### config.mk
export PLATFORM = sky130hd
export DESIGN_NAME = mem_wb_stage_flat
export DESIGN_NICKNAME = d
export VERILOG_FILES = /design/src/rtl/mem_wb_stage_if.sv /design/src/rtl/mem_wb_stage.sv /design/src/flat_wrapper.sv
export SDC_FILE = /design/constraint.sdc
export NUM_CORES = 1
export LEC_CHECK = 0
export ABC_CLOCK_PERIOD_IN_PS = 3000
export CAP_MARGIN = 20
export CORE_MARGIN = 3
export CORE_UTILIZATION = 30
export CTS_CLUSTER_DIAMETER = 100
export CTS_CLUSTER_SIZE = 20
export DETAILED_ROUTE_END_ITERATION = 10
export PLACE_DENSITY = 0.69
export SLEW_MARGIN = 20
export SYNTH_ARGS = -nofsm -noshare
export SYNTH_HDL_FRONTEND = slang
export SYNTH_SLANG_ARGS = --single-unit
### constraint.sdc
create_clock -name clock -period 3 [get_ports clock]
set_input_delay 0.3 -clock clock [delete_from_list [all_inputs] [get_ports clock]]
set_output_delay 0.3 -clock clock [all_outputs]
set_load 0.05 [all_outputs]
### src/rtl/mem_wb_stage_if.sv
// MEM -> WB pipeline bus.
// master: the MEM stage / driver side. It drives instruction fields and
//         stall/flush controls, and observes the registered WB outputs.
// slave : mem_wb_stage. It consumes the MEM-side fields and drives the
//         registered writeback fields.
interface mem_wb_stage_if;
  // MEM-side inputs to the stage
  logic        io_in_valid;
  logic        io_stall;
  logic        io_flush;
  logic [31:0] io_pc;
  logic [31:0] io_alu_out;
  logic [31:0] io_mem_rdata;
  logic [2:0]  io_funct3;
  logic [1:0]  io_wb_sel;
  logic [4:0]  io_rd;
  logic        io_reg_wen;

  // Registered WB-side outputs
  logic        io_out_valid;
  logic [31:0] io_pc_out;
  logic [31:0] io_alu_out_out;
  logic [31:0] io_data_out;
  logic [1:0]  io_wb_sel_out;
  logic [4:0]  io_rd_out;
  logic        io_reg_wen_out;
  logic        io_misaligned;
  logic [31:0] io_retire_count;

  modport master (
    output io_in_valid, io_stall, io_flush, io_pc, io_alu_out, io_mem_rdata,
           io_funct3, io_wb_sel, io_rd, io_reg_wen,
    input  io_out_valid, io_pc_out, io_alu_out_out, io_data_out, io_wb_sel_out,
           io_rd_out, io_reg_wen_out, io_misaligned, io_retire_count
  );

  modport slave (
    input  io_in_valid, io_stall, io_flush, io_pc, io_alu_out, io_mem_rdata,
           io_funct3, io_wb_sel, io_rd, io_reg_wen,
    output io_out_valid, io_pc_out, io_alu_out_out, io_data_out, io_wb_sel_out,
           io_rd_out, io_reg_wen_out, io_misaligned, io_retire_count
  );
endinterface

### src/rtl/mem_wb_stage.sv
// MEM/WB pipeline register with load-data formatting, misaligned-load
// detection, write-enable qualification and a retired-instruction counter.
// Ports:
//   clock - rising-edge clock
//   reset - asynchronous, active-low reset
//   bus   - mem_wb_stage_if.slave (MEM-side fields in, registered WB fields out)
// Update priority on each edge: flush, then stall, then capture.
// All outputs come straight from registers.
module mem_wb_stage (
  input logic           clock,
  input logic           reset,
  mem_wb_stage_if.slave bus
);

  logic        valid_q;
  logic [31:0] pc_q;
  logic [31:0] alu_q;
  logic [31:0] data_q,   data_d;
  logic [1:0]  wb_sel_q;
  logic [4:0]  rd_q;
  logic        wen_q,    wen_d;
  logic        mis_q,    mis_d;
  logic [31:0] retire_q, retire_d;

  logic [1:0]  off;
  logic [7:0]  byte_sel;
  logic [15:0] half_sel;

  always_comb begin
    off      = bus.io_alu_out[1:0];
    byte_sel = bus.io_mem_rdata[7:0];
    case (off)
      2'd0:    byte_sel = bus.io_mem_rdata[7:0];
      2'd1:    byte_sel = bus.io_mem_rdata[15:8];
      2'd2:    byte_sel = bus.io_mem_rdata[23:16];
      default: byte_sel = bus.io_mem_rdata[31:24];
    endcase
    half_sel = off[1] ? bus.io_mem_rdata[31:16] : bus.io_mem_rdata[15:0];

    // Formatting ignores wb_sel; only misalignment detection depends on it.
    data_d = '0;
    case (bus.io_funct3)
      3'b000:  data_d = {{24{byte_sel[7]}}, byte_sel};
      3'b001:  data_d = {{16{half_sel[15]}}, half_sel};
      3'b010:  data_d = bus.io_mem_rdata;
      3'b100:  data_d = {24'd0, byte_sel};
      3'b101:  data_d = {16'd0, half_sel};
      default: data_d = '0;
    endcase

    mis_d = (bus.io_wb_sel == 2'd2) && bus.io_in_valid &&
            ((((bus.io_funct3 == 3'b001) || (bus.io_funct3 == 3'b101)) && off[0]) ||
             ((bus.io_funct3 == 3'b010) && (off != 2'd0)));
    if (mis_d) begin
      data_d = '0;
    end

    wen_d    = bus.io_in_valid && bus.io_reg_wen && (bus.io_rd != 5'd0) && !mis_d;
    retire_d = retire_q + {31'd0, bus.io_in_valid};
  end

  always_ff @(posedge clock or negedge reset) begin
    if (!reset) begin
      valid_q  <= 1'b0;
      pc_q     <= '0;
      alu_q    <= '0;
      data_q   <= '0;
      wb_sel_q <= '0;
      rd_q     <= '0;
      wen_q    <= 1'b0;
      mis_q    <= 1'b0;
      retire_q <= '0;
    end else if (bus.io_flush) begin
      // Flush only kills the side-effecting flags; data fields hold.
      valid_q <= 1'b0;
      wen_q   <= 1'b0;
      mis_q   <= 1'b0;
    end else if (!bus.io_stall) begin
      valid_q  <= bus.io_in_valid;
      pc_q     <= bus.io_pc;
      alu_q    <= bus.io_alu_out;
      data_q   <= data_d;
      wb_sel_q <= bus.io_wb_sel;
      rd_q     <= bus.io_rd;
      wen_q    <= wen_d;
      mis_q    <= mis_d;
      retire_q <= retire_d;
    end
  end

  assign bus.io_out_valid    = valid_q;
  assign bus.io_pc_out       = pc_q;
  assign bus.io_alu_out_out  = alu_q;
  assign bus.io_data_out     = data_q;
  assign bus.io_wb_sel_out   = wb_sel_q;
  assign bus.io_rd_out       = rd_q;
  assign bus.io_reg_wen_out  = wen_q;
  assign bus.io_misaligned   = mis_q;
  assign bus.io_retire_count = retire_q;

endmodule

### src/flat_wrapper.sv
// flat-port wrapper written by rule: the top's interface ports become plain ports
module mem_wb_stage_flat 
  (clock, reset, bus_io_in_valid, bus_io_stall, bus_io_flush, bus_io_pc, bus_io_alu_out, bus_io_mem_rdata, bus_io_funct3, bus_io_wb_sel, bus_io_rd, bus_io_reg_wen, bus_io_out_valid, bus_io_pc_out, bus_io_alu_out_out, bus_io_data_out, bus_io_wb_sel_out, bus_io_rd_out, bus_io_reg_wen_out, bus_io_misaligned, bus_io_retire_count);
  mem_wb_stage_if bus_i ();
  input logic clock;
  input logic reset;
  input wire logic [$bits(bus_i.io_in_valid)-1:0] bus_io_in_valid;
  input wire logic [$bits(bus_i.io_stall)-1:0] bus_io_stall;
  input wire logic [$bits(bus_i.io_flush)-1:0] bus_io_flush;
  input wire logic [$bits(bus_i.io_pc)-1:0] bus_io_pc;
  input wire logic [$bits(bus_i.io_alu_out)-1:0] bus_io_alu_out;
  input wire logic [$bits(bus_i.io_mem_rdata)-1:0] bus_io_mem_rdata;
  input wire logic [$bits(bus_i.io_funct3)-1:0] bus_io_funct3;
  input wire logic [$bits(bus_i.io_wb_sel)-1:0] bus_io_wb_sel;
  input wire logic [$bits(bus_i.io_rd)-1:0] bus_io_rd;
  input wire logic [$bits(bus_i.io_reg_wen)-1:0] bus_io_reg_wen;
  output wire logic [$bits(bus_i.io_out_valid)-1:0] bus_io_out_valid;
  output wire logic [$bits(bus_i.io_pc_out)-1:0] bus_io_pc_out;
  output wire logic [$bits(bus_i.io_alu_out_out)-1:0] bus_io_alu_out_out;
  output wire logic [$bits(bus_i.io_data_out)-1:0] bus_io_data_out;
  output wire logic [$bits(bus_i.io_wb_sel_out)-1:0] bus_io_wb_sel_out;
  output wire logic [$bits(bus_i.io_rd_out)-1:0] bus_io_rd_out;
  output wire logic [$bits(bus_i.io_reg_wen_out)-1:0] bus_io_reg_wen_out;
  output wire logic [$bits(bus_i.io_misaligned)-1:0] bus_io_misaligned;
  output wire logic [$bits(bus_i.io_retire_count)-1:0] bus_io_retire_count;
  assign bus_i.io_in_valid = bus_io_in_valid;
  assign bus_i.io_stall = bus_io_stall;
  assign bus_i.io_flush = bus_io_flush;
  assign bus_i.io_pc = bus_io_pc;
  assign bus_i.io_alu_out = bus_io_alu_out;
  assign bus_i.io_mem_rdata = bus_io_mem_rdata;
  assign bus_i.io_funct3 = bus_io_funct3;
  assign bus_i.io_wb_sel = bus_io_wb_sel;
  assign bus_i.io_rd = bus_io_rd;
  assign bus_i.io_reg_wen = bus_io_reg_wen;
  assign bus_io_out_valid = bus_i.io_out_valid;
  assign bus_io_pc_out = bus_i.io_pc_out;
  assign bus_io_alu_out_out = bus_i.io_alu_out_out;
  assign bus_io_data_out = bus_i.io_data_out;
  assign bus_io_wb_sel_out = bus_i.io_wb_sel_out;
  assign bus_io_rd_out = bus_i.io_rd_out;
  assign bus_io_reg_wen_out = bus_i.io_reg_wen_out;
  assign bus_io_misaligned = bus_i.io_misaligned;
  assign bus_io_retire_count = bus_i.io_retire_count;
  mem_wb_stage u_core (.clock(clock), .reset(reset), .bus(bus_i));
endmodule
==> key figures <==
Layout
  – Fin cells: ~1200
  – FILL cells: 1926
  – Area grow syn2layout: 53.8%
  – Layout Nets: 1010
  – Share of cells above drive strength 1: slightly below 9%
  – Final Util: between 40% and 50%

CTS
  – Clock slew at reported path FFs: 0.07 ns
  – H-tree Lvls: 4
  – Clk sinks: 138
  – TritonCTS buffer count: 17
  – PostCTS Resize Cnt: 0
  – Clock Latency Late Sink: about 0.41 ns
  – CTS Hold Bufs: 1
  – CTS root buf: clkbuf_16
  – Maximum clock path buffer count: 2
  – Setup bufs post-CTS: 0
  – CTS tree: built

Worst setup path
  – Setup crit start kind: flip-flop
  – R2r startpoint: u_core.bus.io_retire_count[0]$_DFFE_PN0P_
  – Buf+Inv Stages, Crit Path: 1
  – CP max stage cell: clkdlybuf4s50_1
  – Setup slack, reg-to-reg: around 1.2 ns
  – Worst R2R Path Depth: 7
  – Reg-to-Reg End: u_core.bus.io_retire_count[22]$_DFFE_PN0P_
  – Largest delay share family, worst path: buffers and inverters
  – CP peak stage delay: 0.85 ns
  – Critical Path RT: about 2.7 ns
  – Critical path arrival: approximately 1.8 ns
  – Critical-path maximum fanout: 5
  – Crit end category: primary output
  – Type of the worst setup path: flip-flop to primary output
  – Worst path cell trace: clkdlybuf4s50_1

GRT
  – First-pass GRT wire length: roughly 30 mm
  – GRT Util Overall: 17.0%
  – Largest net degree at the start of global routing: 61
  – Vias in the first global route: 5497
  – Total gr overflow: 0
  – Antenna violations before repair: 1

Yosys
  – Cell variety after synth: 52
  – FFs w/ async S/R, synth: 100%
  – Top FF cell, synth: dfrtp_1
  – YS warnings: 0
  – Avg Cell Area, Syn: 9.62 um2
  – Post-synth EDFFs: 0
  – Cell taking the most area after synthesis: dfrtp_1
  – Synth top area share: 55.2%
  – Flops & latches, synth: about 140
  – Post-Synthesis Cells: 650
  – Post-synth top cells: nand2_1 (265), dfrtp_1 (138), o21ai_0 (20), xor2_1 (20)
  – Netlist Area Pre-Place: 6250 um2
  – Synth top area cells: dfrtp_1 (55%), nand2_1 (16%), xor2_1 (2.8%)
  – Synthesized net count: between 700 and 800
  – Count leader, synth: nand2_1
  – Post-synthesis sequential area ratio: 55.2%

Timing
  – Final min period: 2.05 ns
  – Final setup fails: 0
  – Final Hold Viols: 0
  – Fin crit share: 68.3%
  – Clk_skew: 0.00458 ns
  – Slew @ Worst Pin: 0.628 ns
  – RSZ-0062 raised after global routing: no
  – Sum Neg Setup Slack: 0 ns
  – Slew margin rel.: roughly three fifths
  – Final Max Tran Viols: 0
  – Fmax: 0.488 GHz

Hold path
  – Hold EP: u_core.bus.io_pc_out[15]$_DFFE_PN0P_
  – Min-Delay Path Depth: 3
  – Worst Hold Class: input port to flip-flop
  – Hold Startpoint: bus_io_pc[15]

Power
  – VDD IR max: 0.000357 V
  – Pwr Total: 5.83 mW
  – PD cells: 606 nW/um2
  – Cell leakage power: 4.30 nW

Routing
  – Wire length per cell: 16.5 um
  – Final WL: between 15 and 20 mm
  – Drc violations: 0
  – Starting DRT DRC Count: 305
  – Final ANT Viol Nets: 0
  – Vias per cell: 4.73
  – Via count: 5584
  – Drt first pass iters: 5

Die
  – I/O pins: 250
  – Die Y: 150 um
  – FP Rows: 52
  – Core area: around 20000 um2
  – Initial Util: a little under a third
  – Die footprint: roughly 23000 um2
  – Die X: ~150 um

Place
  – Dpl hpwl: about 14 mm
  – Gpl congestion: 0.808
  – Dpl cells: about 1100
  – Port Buf Inserts: 249

Status
  – Status: complete, no violations

Run
  – MaxCap Viol Count: 0
==> where the power goes <==
group / switching, mW / internal [mW] / leakage [nW] / total (mW)
Combinational: 1.05 / 0.575 / 2.26 / 1.63
Clock: 0.920 / 1.12 / 0.267 / 2.04
Sequential: 0.120 / 2.04 / 1.78 / 2.16
==> cell families (layout without fill, tap and decap cells) <==
kind of cell | count (synthesis) | after routing | synth area share [%]
AO/OA/AOI/OAI | 94 | 94 | 10.4
AND/OR/NAND/NOR | 333 | 333 | 24.0
other | 0 | 1 | 0
XOR/XNOR | 30 | 30 | 4.20
adder cells (fa/ha/maj) | 2 | 2 | 0.400
multiplexers | 11 | 11 | 2.48
flip-flops | 138 | 138 | 55.2
buffers and inverters | 42 | 301 | 3.28
==> layout by cell type, fill, tap and decap left out, types with 11 or more instances in the layout <==
cell,netlist,final
nand2_1,265,265
clkdlybuf4s50_1,0,248
dfrtp_1,138,138
o21ai_0,20,20
xor2_1,20,20
o21ai_1,19,19
clkbuf_16,0,17
a22oi_1,16,16
buf_4,4,12
nor2_1,12,11
==> per-stage QoR <==
| stage | hold slack, ns | setup WS, ns | cell area (um2) |
|---|---|---|---|
| after floorplan | 0.00441 | 0.965 | 6250 |
| after global placement | 0.331 | 0.747 | 9040 |
| after detailed placement | 0.335 | 0.660 | 9040 |
| after CTS | 0.387 | 0.921 | 9610 |
| after global routing | 0.397 | 0.862 | 9620 |
| final | 0.409 | 0.950 | 9620 |
==> worst max-delay path by stage <==
stage,startpoint,endpoint,cells past startpoint
2_1_floorplan,u_core.bus.io_retire_count[0]$_DFFE_PN0P_,u_core.bus.io_retire_count[26]$_DFFE_PN0P_,7
3_3_place_gp,bus_io_in_valid,u_core.bus.io_retire_count[24]$_DFFE_PN0P_,8
3_5_place_dp,bus_io_in_valid,u_core.bus.io_retire_count[22]$_DFFE_PN0P_,8
4_1_cts,u_core.bus.io_retire_count[13]$_DFFE_PN0P_,bus_io_retire_count[13],1
5_1_grt,u_core.bus.io_retire_count[12]$_DFFE_PN0P_,bus_io_retire_count[12],1
6_report,u_core.bus.io_retire_count[12]$_DFFE_PN0P_,bus_io_retire_count[12],1
==> routing by layer <==
layer / wire length (um) / vias up / global-route usage [%]
li1: - / 2676 / -
met1: 8480 / 2649 / 22.9
met2: 9010 / 233 / 25.7
met3: 1630 / 26 / 5.39
met4: 400 / 0 / 6.13
met5: 0 / - / 0
==> final cells by class <==
type / instances / area, um2 / share of cell area (%)
tap: 270 / 338 / 3.51
timing repair buffer: 264 / 2630 / 27.4
clock inverter: 14 / 125 / 1.30
antenna: 1 / 2.50 / 0.0260
sequential: 138 / 3450 / 35.9
multi-input combinational: 470 / 2610 / 27.1
clock buffer: 18 / 439 / 4.57
inverter: 5 / 18.8 / 0.195
==> state kept, by name, indices dropped and copies added, names as in the netlist <==
name,count
u_core.bus.io_pc_out,32
u_core.bus.io_alu_out_out,32
u_core.bus.io_rd_out,5
u_core.bus.io_misaligned,1
u_core.bus.io_data_out,32
u_core.bus.io_wb_sel_out,2
u_core.bus.io_reg_wen_out,1
u_core.bus.io_retire_count,32
u_core.bus.io_out_valid,1
(Power assumes the default switching activity.)
